==> src/rtl/wb_arb_pkg.sv <==
// Shared definitions for the Wishbone round-robin arbiter: FSM state
// encoding and a constant-evaluable ceiling log2 used for counter sizing.
package wb_arb_pkg;

  typedef enum logic [2:0] {
    IDLE  = 3'd0,
    BUSY  = 3'd1,
    RESP  = 3'd2,
    ERR   = 3'd3,
    FLUSH = 3'd4
  } arb_state_t;

  // Ceiling log2; clog2(1) = 0.
  function automatic int clog2(input int value);
    int result;
    int rem;
    result = 0;
    rem    = value - 1;
    while (rem > 0) begin
      result = result + 1;
      rem    = rem >> 1;
    end
    return result;
  endfunction

endpackage

==> src/rtl/rr_pick.sv <==
// Combinational round-robin selector: returns the first asserted request at
// or after ptr, wrapping modulo N, as a one-hot grant plus a valid flag.
module rr_pick #(
  parameter int N     = 4,
  parameter int PTR_W = 2
) (
  input  logic [N-1:0]     req,
  input  logic [PTR_W-1:0] ptr,
  output logic [N-1:0]     gnt,
  output logic             valid
);

  localparam logic [PTR_W:0] N_WIDE = (PTR_W + 1)'(N);

  logic [PTR_W:0]   sum_s;
  logic [PTR_W:0]   wrap_s;
  logic [PTR_W-1:0] idx_s;

  // Walk the requests starting at ptr; the first hit wins, later ones are masked.
  always_comb begin
    gnt    = '0;
    valid  = 1'b0;
    sum_s  = '0;
    wrap_s = '0;
    idx_s  = '0;
    for (int off = 0; off < N; off++) begin
      sum_s      = {1'b0, ptr} + (PTR_W + 1)'(off);
      wrap_s     = (sum_s >= N_WIDE) ? (sum_s - N_WIDE) : sum_s;
      idx_s      = wrap_s[PTR_W-1:0];
      gnt[idx_s] = req[idx_s] & ~valid;
      valid      = valid | req[idx_s];
    end
  end

endmodule

==> src/rtl/wb_rr_arbiter.sv <==
// Round-robin arbiter sharing one Wishbone slave port among NUM_MASTERS
// classic masters. One single-beat transaction is in flight at a time; a
// watchdog turns a missing downstream ack into an error and then flushes any
// late response so the bridge never sees a duplicate strobe.
module wb_rr_arbiter
  import wb_arb_pkg::*;
#(
  parameter int NUM_MASTERS = 4,
  parameter int DATA_WIDTH  = 32,
  parameter int ADDR_WIDTH  = 32,
  parameter int TIMEOUT     = 1000
) (
  input  logic                              wb_clk_i,
  input  logic                              wb_rst_ni,
  input  logic [NUM_MASTERS-1:0]            m_stb_i,
  input  logic [NUM_MASTERS-1:0]            m_we_i,
  input  logic [NUM_MASTERS*ADDR_WIDTH-1:0] m_adr_i,
  input  logic [NUM_MASTERS*DATA_WIDTH-1:0] m_dat_i,
  output logic [DATA_WIDTH-1:0]             m_dat_o,
  output logic [NUM_MASTERS-1:0]            m_ack_o,
  output logic [NUM_MASTERS-1:0]            m_err_o,
  output logic                              s_stb_o,
  output logic                              s_we_o,
  output logic [ADDR_WIDTH-1:0]             s_adr_o,
  output logic [DATA_WIDTH-1:0]             s_dat_o,
  input  logic [DATA_WIDTH-1:0]             s_dat_i,
  input  logic                              s_ack_i,
  output logic [NUM_MASTERS-1:0]            grant_o,
  output logic [7:0]                        timeout_cnt_o
);

  localparam int PTR_W = (clog2(NUM_MASTERS) < 1) ? 1 : clog2(NUM_MASTERS);
  localparam int WD_W  = clog2(TIMEOUT + 1);
  localparam logic [WD_W-1:0]  WD_LAST  = WD_W'(TIMEOUT - 1);
  localparam logic [PTR_W-1:0] PTR_LAST = PTR_W'(NUM_MASTERS - 1);

  arb_state_t             state_r;
  arb_state_t             state_s;
  logic [PTR_W-1:0]       ptr_r;
  logic [NUM_MASTERS-1:0] grant_r;
  logic                   we_r;
  logic [ADDR_WIDTH-1:0]  adr_r;
  logic [DATA_WIDTH-1:0]  wdat_r;
  logic [DATA_WIDTH-1:0]  rdat_r;
  logic [NUM_MASTERS-1:0] ack_r;
  logic [NUM_MASTERS-1:0] err_r;
  logic [WD_W-1:0]        wd_r;
  logic [7:0]             tocnt_r;

  logic [NUM_MASTERS-1:0] pick_gnt_s;
  logic                   pick_valid_s;
  logic [ADDR_WIDTH-1:0]  win_adr_s;
  logic [DATA_WIDTH-1:0]  win_dat_s;
  logic                   win_we_s;
  logic [PTR_W-1:0]       win_idx_s;
  logic                   wd_last_s;

  rr_pick #(
    .N     (NUM_MASTERS),
    .PTR_W (PTR_W)
  ) u_pick (
    .req   (m_stb_i),
    .ptr   (ptr_r),
    .gnt   (pick_gnt_s),
    .valid (pick_valid_s)
  );

  assign wd_last_s = (wd_r == WD_LAST);

  // AND-OR mux of the winning master's request fields and its index.
  always_comb begin
    win_adr_s = '0;
    win_dat_s = '0;
    win_we_s  = 1'b0;
    win_idx_s = '0;
    for (int i = 0; i < NUM_MASTERS; i++) begin
      win_adr_s = win_adr_s | ({ADDR_WIDTH{pick_gnt_s[i]}} & m_adr_i[i*ADDR_WIDTH +: ADDR_WIDTH]);
      win_dat_s = win_dat_s | ({DATA_WIDTH{pick_gnt_s[i]}} & m_dat_i[i*DATA_WIDTH +: DATA_WIDTH]);
      win_we_s  = win_we_s | (pick_gnt_s[i] & m_we_i[i]);
      win_idx_s = win_idx_s | ({PTR_W{pick_gnt_s[i]}} & PTR_W'(i));
    end
  end

  // Next-state logic; ack takes priority over the final watchdog cycle.
  always_comb begin
    state_s = state_r;
    case (state_r)
      IDLE: begin
        if (pick_valid_s) state_s = BUSY;
        else              state_s = IDLE;
      end
      BUSY: begin
        if (s_ack_i)        state_s = RESP;
        else if (wd_last_s) state_s = ERR;
        else                state_s = BUSY;
      end
      RESP:  state_s = IDLE;
      ERR:   state_s = FLUSH;
      FLUSH: begin
        if (s_ack_i || wd_last_s) state_s = IDLE;
        else                      state_s = FLUSH;
      end
      default: state_s = IDLE;
    endcase
  end

  // FSM state register.
  always_ff @(posedge wb_clk_i or negedge wb_rst_ni) begin
    if (!wb_rst_ni) state_r <= IDLE;
    else            state_r <= state_s;
  end

  // Grant capture, watchdog, response pulses and timeout statistics.
  always_ff @(posedge wb_clk_i or negedge wb_rst_ni) begin
    if (!wb_rst_ni) begin
      ptr_r   <= '0;
      grant_r <= '0;
      we_r    <= 1'b0;
      adr_r   <= '0;
      wdat_r  <= '0;
      rdat_r  <= '0;
      ack_r   <= '0;
      err_r   <= '0;
      wd_r    <= '0;
      tocnt_r <= 8'd0;
    end else begin
      ack_r <= '0;
      err_r <= '0;
      case (state_r)
        IDLE: begin
          wd_r <= '0;
          if (pick_valid_s) begin
            grant_r <= pick_gnt_s;
            we_r    <= win_we_s;
            adr_r   <= win_adr_s;
            wdat_r  <= win_dat_s;
            ptr_r   <= (win_idx_s == PTR_LAST) ? '0 : (win_idx_s + PTR_W'(1));
          end
        end
        BUSY: begin
          if (s_ack_i) begin
            rdat_r <= s_dat_i;
            ack_r  <= grant_r;
            wd_r   <= '0;
          end else if (wd_last_s) begin
            rdat_r <= '0;
            err_r  <= grant_r;
            wd_r   <= '0;
            if (tocnt_r != 8'hFF) tocnt_r <= tocnt_r + 8'd1;
          end else begin
            wd_r <= wd_r + WD_W'(1);
          end
        end
        RESP: begin
          grant_r <= '0;
        end
        ERR: begin
          grant_r <= '0;
          wd_r    <= '0;
        end
        FLUSH: begin
          if (s_ack_i || wd_last_s) wd_r <= '0;
          else                      wd_r <= wd_r + WD_W'(1);
        end
        default: begin
          grant_r <= '0;
          wd_r    <= '0;
        end
      endcase
    end
  end

  // Strobe drops in the ack cycle so the bridge never sees it as a new request.
  assign s_stb_o       = (state_r == BUSY) & ~s_ack_i;
  assign s_we_o        = we_r;
  assign s_adr_o       = adr_r;
  assign s_dat_o       = wdat_r;
  assign m_dat_o       = rdat_r;
  assign m_ack_o       = ack_r;
  assign m_err_o       = err_r;
  assign grant_o       = grant_r;
  assign timeout_cnt_o = tocnt_r;

endmodule

==> config.mk <==
export PLATFORM = sky130hd
export DESIGN_NAME = wb_rr_arbiter
export DESIGN_NICKNAME = d
export VERILOG_FILES = /design/src/rtl/wb_arb_pkg.sv /design/src/rtl/rr_pick.sv /design/src/rtl/wb_rr_arbiter.sv
export SDC_FILE = /design/constraint.sdc
export NUM_CORES = 1
export LEC_CHECK = 0
export BUFFER_PORTS_ARGS = -buffer_cell sky130_fd_sc_hd__buf_2
export CELL_PAD_IN_SITES_DETAIL_PLACEMENT = 1
export CELL_PAD_IN_SITES_GLOBAL_PLACEMENT = 1
export CORE_AREA = 2 2 162 164
export CTS_CLUSTER_SIZE = 12
export DETAILED_ROUTE_END_ITERATION = 8
export DIE_AREA = 0 0 164 166
export HOLD_SLACK_MARGIN = 0.12
export PLACE_DENSITY_LB_ADDON = 0.1
export SYNTH_ARGS = -nofsm -noshare
export SYNTH_HDL_FRONTEND = slang
export SYNTH_HIERARCHICAL = 1
export SYNTH_SLANG_ARGS = --single-unit
export TNS_END_PERCENT = 100
==> constraint.sdc <==
create_clock -name wb_clk_i -period 3.75 [get_ports wb_clk_i]
set_input_delay 0.1875 -clock wb_clk_i [delete_from_list [all_inputs] [get_ports wb_clk_i]]
set_output_delay 0.1875 -clock wb_clk_i [all_outputs]
set_load 0.1 [all_outputs]
==> impl_metrics.py <==
metrics = {
    "grt": {
        "grt_pass1_vias": 8264,
        "grt_pass1_wl_microns": 45900,
        "grt_start_max_net_pins": 91,
        "antenna_found_initial": 4,
        "gr-total-overflow": 0,
        "grtUsageTotal_pct": 21.7,
    },
    "drt": {
        "via_per_inst": 4.84,
        "drt_iter0_markers": 334,
        "routed_wl_microns": 29900,
        "wl_per_cell_microns": 18.7,
        "drtAntennaViolNets": 0,
        "num_vias": 7755,
        "drcViolationCount": 0,
        "firstDrtPassIters": 5,
    },
    "die": {
        "io_pins": 417,
        "die_y_microns": 166,
        "die_x_microns": 164,
        "coreArea_sq_um": 25600,
        "start_util_pct": 25.5,
        "rows": 59,
        "dieArea_sq_um": 27200,
    },
    "logic_synthesis": {
        "netlist_instances": 631,
        "syn-cell-area_sq_um": 6540,
        "ys_seq_area_share_pct": 50.5,
        "synth_edf_count": 0,
        "synth_commonest_cells": "136 x a22oi_1, 132 x dfrtp_1, 81 x nor2_1",
        "synth.most_common_cell": "a22oi_1",
        "synth_cell_types": 51,
        "synth_area_leaders": "dfrtp_1 51%, a22oi_1 16%, a31oi_1 6.3%",
        "yosysWarnings": 6,
        "syn-num-nets": 939,
        "synth-main-ff-cell": "dfrtp_1",
        "ys_ff_latch": 132,
        "yosys.area.top_type": "dfrtp_1",
        "synth.top_cell.area_share_pct": 50.5,
        "synth-async-reset-ratio_pct": 100,
        "syn_area_per_cell_sq_um": 10.4,
    },
    "worst_setup_path": {
        "startpoint_type": "flop",
        "endpoint_kind": "flop",
        "crit_fanout": 90,
        "worst_ep_required_time_ns": 4.05,
        "arrival_ns": 3.84,
        "critical_path_class": "flop to flop",
    },
    "layout": {
        "layout.nets": 1559,
        "drive_above_1_share_pct": 38.6,
        "fillers": 2973,
        "areaGrowthSynthToFinish_pct": 82.3,
    },
    "cts": {
        "ctsLongestPathBuffers": 2,
        "cts.sinks": 132,
        "cts_tree": "yes",
        "h-tree-depth": 4,
        "clk_latency_ns": 0.42,
        "cts_root_buf": "clkbuf_16",
        "clkTransAtPathRegs_ns": 0.06,
        "numCtsBuffers": 17,
        "post-cts-setup-buffers": 0,
    },
    "placement": {
        "dp_hpwl_microns": 20700,
        "gp_congestion": 0.800,
        "portBuffers": 416,
    },
    "sta": {
        "grt_setup_unrepaired": "false",
        "relSlewSlack_pct": 52.8,
        "finalHoldViolations": 0,
        "tightest_slew_ns": 0.709,
        "drv_slew": 0,
        "fmax_mhz": 282,
        "finalClockSkew_ns": 0.00981,
        "timing.final.crit_share_pct": 94.5,
        "min_period_ns": 3.55,
        "tns_ns": 0,
        "setup_viol": 0,
    },
    "outcome": {
        "status": "finished clean",
    },
    "job": {
        "maxCapViolCount": 0,
    },
    "hold_path": {
        "hold_class": "input port to flop",
    },
}
[registers in the layout (all words and copies together) (netlist names)]
register,flops
timeout_cnt_o,8
m_dat_o,32
grant_o,4
wd_r,10
state_r,3
ptr_r,2
s_we_o,1
s_dat_o,32
s_adr_o,32
m_ack_o,4
m_err_o,4
[worst max-delay path: stages, from the launching register on]
cell and delay (ns):
dfrtp_2 0.47, inv_1 0.13, ha_1 0.33, mux4_2 0.34, or4_2 0.72, and3_4 0.34
buf_12 0.27, nor2_1 0.13, a31oi_1 0.05, dlygate4sd3_1 0.57
[worst paths after layout]
check                        startpoint  cells past startpoint  slack [ns]               end
max reg2reg                    ptr_r[0]                      9        0.20       s_adr_o[24]
max in group asynchronous     wb_rst_ni                      3        2.40        m_ack_o[2]
max                            ptr_r[0]                      9        0.20       s_adr_o[24]
min in group asynchronous     wb_rst_ni                      2        0.36  timeout_cnt_o[7]
min                        m_dat_i[100]                      3        0.13        s_dat_o[4]
min reg2reg                  m_dat_o[5]                      1        0.49        m_dat_o[5]
[through the flow]
stage                     instances  hold WS, ns  worst slack (ns)  util [%]  cell area (sq um)
after floorplan                 631       -0.108             0.632         -               6540
after global placement         1342        0.261             0.522      35.2               9020
after detailed placement       1342        0.260             0.608      35.2               9020
after CTS                      1599        0.121            0.0663      46.5              11900
after global routing           1601        0.126           0.00759      46.5              11900
final                          1601        0.134             0.205      46.5              11900
[what timing repair did]
action / in CTS / in global routing
hold endpoints to repair: 165 / 0
resized for setup: 0 / 6
hold buffers: 225 / 0
endpoints found under the setup margin: 0 / 57
[logic make-up after synthesis]
kind of cell | synth area share [%]
AOI/OAI and AO/OA | 29.1
muxes | 1.78
adders and majority gates | 1.72
buffers and inverters | 3.73
and+or+nand+nor | 11.4
xor gates and xnor gates | 1.74
DFF | 50.5
[final cells by class]
class                           instances  area [sq um]  share of cell area (%)
Antenna cell                            2          5.00                  0.0420
Clock buffer                           18           429                    3.60
Clock inverter                         14           201                    1.69
Inverter                                9          33.8                   0.283
Multi-Input combinational cell        436          3050                    25.6
Sequential cell                       132          3310                    27.7
Tap cell                              335           419                    3.52
Timing Repair Buffer                  655          4480                    37.6
[layout by cell type, fill, tap and decap left out, drive strengths merged, types with 3 or more instances in the layout]
cell         instances
clkbuf              18
nor2b                3
o21ai                5
ha                   9
nand3                9
o31ai                3
or3b                 3
nor2                81
dfrtp              132
a22oi              136
a21oi                6
nand2               12
bufinv               4
buf                430
dlygate4sd3        225
clkinv               5
mux4                 4
or3                  3
xnor2               11
a22o                37
nand4                6
and3                 7
a31oi               66
inv                 12
and2                 9
[layer usage]
layer  vias up  track usage [%]  routed length (microns)
li1       3680                -                        -
met2       290             39.2                    15600
met3        49             4.70                     1760
met5         -                0                       13
met4         2             8.20                      856
met1      3734             25.0                    11700
Power is left out: the tool's default activity adds up to more than one toggle a clock period on the data nets, which glitch-free logic cannot reach.
